==> src/rtl/cpu_top.sv <==
// 16-bit accumulator CPU, multi-cycle FSM over one shared
// synchronous-read/write memory port (8-bit address).
module cpu_top (
  input  logic        clk,
  input  logic        rst_n,
  input  logic [15:0] data_in,
  output logic [7:0]  address,
  output logic [15:0] data_out
);

  typedef enum logic [2:0] {
    IF0 = 3'd0,
    IF1 = 3'd1,
    IF2 = 3'd2,
    EX0 = 3'd3,
    EX1 = 3'd4,
    EX2 = 3'd5,
    HLT = 3'd6
  } state_t;

  localparam logic [7:0] OP_STORE  = 8'h01;
  localparam logic [7:0] OP_LOAD   = 8'h02;
  localparam logic [7:0] OP_ADD    = 8'h03;
  localparam logic [7:0] OP_SUB    = 8'h04;
  localparam logic [7:0] OP_JMPGEZ = 8'h05;
  localparam logic [7:0] OP_JMP    = 8'h06;
  localparam logic [7:0] OP_HALT   = 8'h07;
  localparam logic [7:0] OP_MPY    = 8'h08;
  localparam logic [7:0] OP_AND    = 8'h0A;
  localparam logic [7:0] OP_OR     = 8'h0B;
  localparam logic [7:0] OP_NOT    = 8'h0C;
  localparam logic [7:0] OP_SHIFTR = 8'h0D;
  localparam logic [7:0] OP_SHIFTL = 8'h0E;

  state_t      state_q, state_d;
  logic [7:0]  pc_q, pc_d;
  logic [15:0] ir_q, ir_d;
  logic [15:0] acc_q, acc_d;
  logic [15:0] br_q, br_d;
  logic [15:0] mr_q, mr_d;
  logic [7:0]  mar_q, mar_d;
  logic [15:0] mbr_q, mbr_d;

  logic [15:0] Control_Signals;
  logic [7:0]  opc;
  logic        is_mem;
  logic        is_store;
  logic [31:0] prod;

  assign opc      = ir_q[15:8];
  assign is_store = (opc == OP_STORE);
  assign is_mem   = opc inside {OP_STORE, OP_LOAD, OP_ADD,
                                OP_SUB, OP_MPY, OP_AND, OP_OR};

  assign address  = mar_q;
  assign data_out = mbr_q;

  // IF0 decodes to all-zero so reset leaves the strobes idle.
  always_comb begin
    Control_Signals = '0;
    unique case (state_q)
      IF2: begin
        Control_Signals[0] = 1'b1;
        Control_Signals[1] = 1'b1;
      end
      EX0: begin
        Control_Signals[2]  = is_mem;
        Control_Signals[3]  = is_store;
        Control_Signals[4]  = (opc == OP_JMP) ||
                              ((opc == OP_JMPGEZ) && !acc_q[15]);
        Control_Signals[5]  = (opc == OP_SHIFTL);
        Control_Signals[6]  = (opc == OP_SHIFTR);
        Control_Signals[7]  = (opc == OP_NOT);
        Control_Signals[15] = (opc == OP_HALT);
      end
      EX1: begin
        Control_Signals[11] = is_store;
      end
      EX2: begin
        if (is_mem && !is_store) begin
          Control_Signals[8]  = 1'b1;
          Control_Signals[9]  = (opc == OP_ADD);
          Control_Signals[10] = (opc == OP_SUB);
          Control_Signals[12] = (opc == OP_MPY);
          Control_Signals[13] = (opc == OP_AND);
          Control_Signals[14] = (opc == OP_OR);
        end
      end
      default: ;
    endcase
  end

  always_comb begin
    state_d = state_q;
    unique case (state_q)
      IF0: state_d = IF1;
      IF1: state_d = IF2;
      IF2: state_d = EX0;
      EX0: begin
        if (Control_Signals[15]) begin
          state_d = HLT;
        end else if (is_mem) begin
          state_d = EX1;
        end else begin
          state_d = IF0;
        end
      end
      EX1: state_d = EX2;
      EX2: state_d = IF0;
      HLT: state_d = HLT;
      default: state_d = IF0;
    endcase
  end

  always_comb begin
    prod = $signed({{16{acc_q[15]}}, acc_q}) *
           $signed({{16{data_in[15]}}, data_in});
  end

  always_comb begin
    pc_d  = pc_q;
    ir_d  = ir_q;
    acc_d = acc_q;
    br_d  = br_q;
    mr_d  = mr_q;
    mar_d = mar_q;
    mbr_d = mbr_q;

    if (state_q == IF0) mar_d = pc_q;
    if (Control_Signals[0]) ir_d = data_in;
    if (Control_Signals[1]) pc_d = pc_q + 8'd1;
    if (Control_Signals[2]) mar_d = ir_q[7:0];
    if (Control_Signals[3]) mbr_d = acc_q;
    if (Control_Signals[4]) pc_d = ir_q[7:0];
    if (Control_Signals[5]) acc_d = acc_q << 1;
    if (Control_Signals[6]) acc_d = {acc_q[15], acc_q[15:1]};
    if (Control_Signals[7]) acc_d = ~acc_q;

    // EX2: operand goes to BR and the ALU result to ACC together.
    if (Control_Signals[8]) begin
      br_d = data_in;
      unique case (1'b1)
        Control_Signals[9]:  acc_d = acc_q + data_in;
        Control_Signals[10]: acc_d = acc_q - data_in;
        Control_Signals[12]: begin
          acc_d = prod[15:0];
          mr_d  = prod[31:16];
        end
        Control_Signals[13]: acc_d = acc_q & data_in;
        Control_Signals[14]: acc_d = acc_q | data_in;
        default:             acc_d = data_in;
      endcase
    end
  end

  always_ff @(posedge clk or negedge rst_n) begin
    if (!rst_n) begin
      state_q <= IF0;
      pc_q    <= '0;
      ir_q    <= '0;
      acc_q   <= '0;
      br_q    <= '0;
      mr_q    <= '0;
      mar_q   <= '0;
      mbr_q   <= '0;
    end else begin
      state_q <= state_d;
      pc_q    <= pc_d;
      ir_q    <= ir_d;
      acc_q   <= acc_d;
      br_q    <= br_d;
      mr_q    <= mr_d;
      mar_q   <= mar_d;
      mbr_q   <= mbr_d;
    end
  end

endmodule

==> config.mk <==
export PLATFORM = sky130hd
export DESIGN_NAME = cpu_top
export DESIGN_NICKNAME = d
export VERILOG_FILES = /design/src/rtl/cpu_top.sv
export SDC_FILE = /design/constraint.sdc
export NUM_CORES = 1
export LEC_CHECK = 0
export ABC_AREA = 1
export CORE_ASPECT_RATIO = 1.2
export CORE_MARGIN = 2
export CORE_UTILIZATION = 25
export CTS_CLUSTER_DIAMETER = 120
export DETAILED_ROUTE_END_ITERATION = 8
export GPL_TIMING_DRIVEN = 0
export HOLD_SLACK_MARGIN = 0.08
export PLACE_DENSITY = 0.47
export RECOVER_POWER = 25
export SYNTH_ARGS = -nofsm -noshare
export SYNTH_HDL_FRONTEND = slang
export SYNTH_SLANG_ARGS = --single-unit
==> constraint.sdc <==
create_clock -name clk -period 8.6 [get_ports clk]
set_input_delay 0.86 -clock clk [delete_from_list [all_inputs] [get_ports clk]]
set_output_delay 0.86 -clock clk [all_outputs]
set_load 0.03 [all_outputs]
==> Word level (Yosys, flattened, before mapping) <==
Index checks and enable logic that the tools add are counted.
{ "op_classes": {"n_eq_ne": 20, "bitwise": 3, "n_mux": 19, "addsub": 3, "multipliers": 1, "n_reduce_logical": 12} }
{ "ops": {"columns": ["op", "count"], "rows": [
  ["$pmux 16 s5", 1],
  ["$mux 16", 4],
  ["$eq 8x4->1 const B", 6],
  ["$eq 8x3->1 const B", 4],
  ["$mux 8", 4],
  ["$mux 3", 6],
  ["$pmux 3 s6", 1],
  ["$add 16x16->16", 1],
  ["$and 16x16->16", 1],
  ["$eq 8x2->1 const B", 2],
  ["$mul 16x16->16", 1],
  ["$not 16->16", 1],
  ["$or 16x16->16", 1],
  ["$sub 16x16->16", 1],
  ["$eq 3x3->1 const B", 3],
  ["$add 8x1->8 const B", 1],
  ["$eq 8x1->1 const B", 1],
  ["$reduce_bool 7->1", 1],
  ["$eq 3x2->1 const B", 2],
  ["$mux 6", 1],
  ["$reduce_bool 2->1", 2],
  ["$reduce_bool 4->1", 1],
  ["$eq 3x1->1 const B", 1],
  ["$logic_not 3->1", 1],
  ["other kinds (8)", 10]
]} }
{ "totals": {"reg_bits": 67, "inputBits": 18, "wordCells": 65} }

==> Logic depth before layout (Yosys ltp) <==
{ "logic_depth": {"depth_word": 8, "ltp_mapped": 34} }

==> Worst setup path before layout <==
OpenSTA, ideal clock, no wires.
{ "synth_timing": {"kind": "input to register", "start": "input data_in[2]", "end": "register acc_q[15]", "setup_slack_ns": 2.707, "cell_stages": 26, "arrival_ns": 5.816, "setup_ns": 0.077, "required_time_ns": 8.523, "n_path_buf": 2, "cell_sequence": "buf_2 > buf_1 > nand2_1 > fa_1 > fa_1 > fa_1 > fa_1 > inv_1 > fa_1 > inv_1 > fa_1 > inv_1 > ha_1 > nand2_1 > inv_1 > a21oi_1 > nand3_1 > nand2_1 > nand2_1 > a21oi_1 > inv_1 > nand3_1 > nand3_1 > nand3_1 > nand2_1 > a21oi_1"} }
{ "synth_between": {"elab_chain_cells": 3, "elab_cells_between_ends": 5} }
{ "synth_rtl": {"columns": ["element", "line", "rtl"], "rows": [
  ["start, declared", "6", "input logic [15:0] data_in,"],
  ["$mul 16x16->16 (tied with other cells)", "116", "prod = $signed({{16{acc_q[15]}}, acc_q}) *"],
  ["$pmux 16 s5 (*)", "142", "unique case (1'b1)"],
  ["$mux 16 (*)", "140", "if (Control_Signals[8]) begin"],
  ["end signal, assigned", "161", "acc_q <= '0;"],
  ["end signal, assigned", "170", "acc_q <= acc_d;"],
  ["end, declared", "38", "logic [15:0] acc_q, acc_d;"]
]} }
Mark *: on every way between the ends. The rest lies on a longest branch, timed or not.
A chain may end at the register's enable or synchronous reset.

==> Final worst setup path <==
Ends and elaborated chain as after synthesis.

==> results.py <==
metrics = {
    "synthesis": {
        "yosysSeqAreaShare_pct": 17.3,
        "async_flop_share_pct": 100,
        "synth_common_cells": "nand2_1 (377), inv_1 (317), o21ai_0 (110)",
        "synth.largest_area_cell": "dfrtp_1",
        "synth_area_leaders": "dfrtp_1 (17%), fa_1 (16%), nand2_1 (15%)",
        "syn_area_um2": 9720,
        "ys_types": 52,
        "synth_top_area_share_pct": 17.3,
        "syn_avg_cell_area_um2": 6.81,
        "ys_ff_latch": 67,
        "synthCells": 1426,
        "syn_nets": 1604,
        "yosysMostFrequentCell": "nand2_1",
        "synth-main-ff-cell": "dfrtp_1",
        "synth_edf_count": 0,
        "ys.warnings.count": 0,
    },
    "critical_path": {
        "reg2reg_to": "acc_q[15]",
        "r2r-start": "acc_q[1]",
        "r2r_setup_slack_ns": 1.91,
        "path_class": "in -> reg",
        "critPathCapture": "acc_q[15]",
        "startpoint": "data_in[2]",
        "worstSetupEndpointType": "register",
        "cp-start-kind": "input port",
        "crit_path_max_fanout": 10,
        "required_ns": 8.86,
        "cp_data_arrival_time_ns": 7.40,
        "reg2reg_depth": 26,
    },
    "timing": {
        "hold_viol_final": 0,
        "finalMaxSlewViolations": 70,
        "grt_setup_unrepaired": "false",
        "tns_ns": 0,
        "min_period_over_period_pct": 83.0,
        "setup_violations": 0,
        "post-route-min-period_ns": 7.14,
        "skew_ns": 0.00869,
        "worst_slew_pin_slew_ns": 2.03,
        "max_slew_margin_pct": -35.1,
        "max_freq_mhz": 140,
    },
    "detailed_routing": {
        "drt_iter0_drc": 577,
        "ant_nets": 0,
        "routedWlPerCell_um": 17.4,
        "dr.pass1.iters": 5,
        "viasPerCell": 4.70,
        "vias": 9238,
        "routed_wl_mm": 34.1,
        "post-route-drc-count": 0,
    },
    "placed_design": {
        "dp_hpwl_mm": 27.9,
        "dp_cells": 1948,
        "io_buffers": 35,
        "gp_congestion": 0.934,
    },
    "min_path": {
        "min_path_cells": 2,
        "hp-class": "reg -> reg",
        "hold_path_startpoint": "ir_q[4]",
    },
    "clock_network": {
        "clkLatencyLatePin_ns": 0.34,
        "cts_sinks": 67,
        "ctsHoldBuffers": 0,
        "ctsResizeCount": 0,
        "cts_tree": "yes",
        "cts_setup_buffers": 0,
        "cts_max_level": 3,
        "cts_made_buffers": 9,
        "path_clk_slew_ns": 0.06,
        "clock_path_buffers": 2,
        "cts-root-buf": "clkbuf_16",
    },
    "die": {
        "io_pins": 42,
        "die_h_um": 220,
        "std_cell_rows": 79,
        "die_w_um": 184,
        "core_um2": 38500,
        "start_util_pct": 25.2,
        "dieArea_um2": 40500,
    },
    "flow_run": {
        "maxCapViolCount": 2,
    },
    "global_route": {
        "track_usage_pct": 17.5,
        "grt_max_degree": 37,
        "grt_pass1_vias": 9402,
        "antenna_found_initial": 0,
        "grt_pass1_wl_mm": 54.1,
        "gr-total-overflow": 0,
    },
    "final_layout": {
        "fin_cells": 1964,
        "fin_nets": 1651,
        "antennaDiodeCount": 0,
        "drive_gt1_share_pct": 5.55,
        "fillers": 4345,
        "area_growth_pct": 13.2,
    },
    "run_status": {
        "status": "finished, violations left",
        "violations": "capacitance limit, slew limit",
    },
}
## cell type report
cell class                      instances  area [um2]  share of cell area, %
Clock inverter                          6        88.8                  0.808
Buffer                                 57         269                   2.45
Inverter                              327        1230                   11.2
Multi-Input combinational cell        975        6540                   59.5
Clock buffer                           10         239                   2.17
Timing Repair Buffer                   36         348                   3.16
Tap cell                              486         608                   5.53
Sequential cell                        67        1680                   15.2
## registers in the layout (all words and copies together) (netlist names)
signal / flops
ir_q: 16
data_out: 16
address: 8
acc_q: 16
pc_q: 8
state_q: 3
## cells by family (layout without fill, tap and decap cells)
group / count (synthesis) / in the layout / synth area share (%)
AOI/OAI and AO/OA: 223 / 223 / 13.3
xor gates and xnor gates: 30 / 30 / 2.70
adders and majority gates: 160 / 160 / 26.8
buffers and inverters: 384 / 436 / 15.4
DFF: 67 / 67 / 17.3
and+or+nand+nor: 562 / 562 / 24.5
## placed cells by master, fill, tap and decap left out, types with 13 or more instances in the layout
cell | synthesis | layout
nand2_1 | 377 | 377
inv_1 | 317 | 317
o21ai_0 | 110 | 110
fa_1 | 80 | 80
ha_1 | 80 | 80
nand3_1 | 74 | 74
dfrtp_1 | 67 | 67
nor2_1 | 57 | 57
a21oi_1 | 42 | 42
clkdlybuf4s50_1 | 0 | 34
clkbuf_1 | 30 | 32
xor2_1 | 22 | 22
buf_2 | 14 | 14
a31oi_1 | 13 | 13
## worst min path at each step
| stage | to |
|---|---|
| floorplan | pc_q[2] |
| global placement | pc_q[4] |
| detailed placement | pc_q[2] |
| CTS | data_out[9] |
| global route | pc_q[4] |
| finish | pc_q[4] |
## routing by layer
layer	vias up	track usage (%)	routed length, um
met5	-	0	0
met4	0	6.40	1310
met3	65	1.42	1360
met2	239	32.1	17200
met1	4433	21.3	14300
li1	4501	-	-
## metrics by stage
step / cell area (um2) / hold WS (ns) / util [%] / worst slack [ns]
after floorplan: 9720 / 0.453 / - / 2.71
after global placement: 10700 / 0.462 / 27.7 / 1.13
after detailed placement: 10700 / 0.473 / 27.7 / 1.06
after CTS: 11000 / 0.478 / 28.6 / 1.40
after global routing: 11000 / 0.514 / 28.5 / 1.15
final: 11000 / 0.483 / 28.5 / 1.46
## critical path, cell delays in order
cell and delay [ns]:
clkdlybuf4s50_1 0.54, buf_2 0.31, buf_1 0.52, nand2_1 0.16
fa_1 0.52, fa_1 0.56, inv_1 0.07, fa_1 0.49
fa_1 0.51, fa_1 0.49, inv_1 0.05, fa_1 0.47
inv_1 0.06, ha_1 0.33, inv_1 0.11, o21bai_1 0.08
a21oi_1 0.16, nand3_1 0.09, nand2_1 0.09, nand2_1 0.08
a21oi_1 0.20, inv_1 0.07, nand3_1 0.08, nand3_1 0.18
nand3_1 0.12, nand2_1 0.07, a21oi_1 0.12
Power is left out: the tool's default activity adds up to more than one toggle a clock period on the data nets, which glitch-free logic cannot reach.
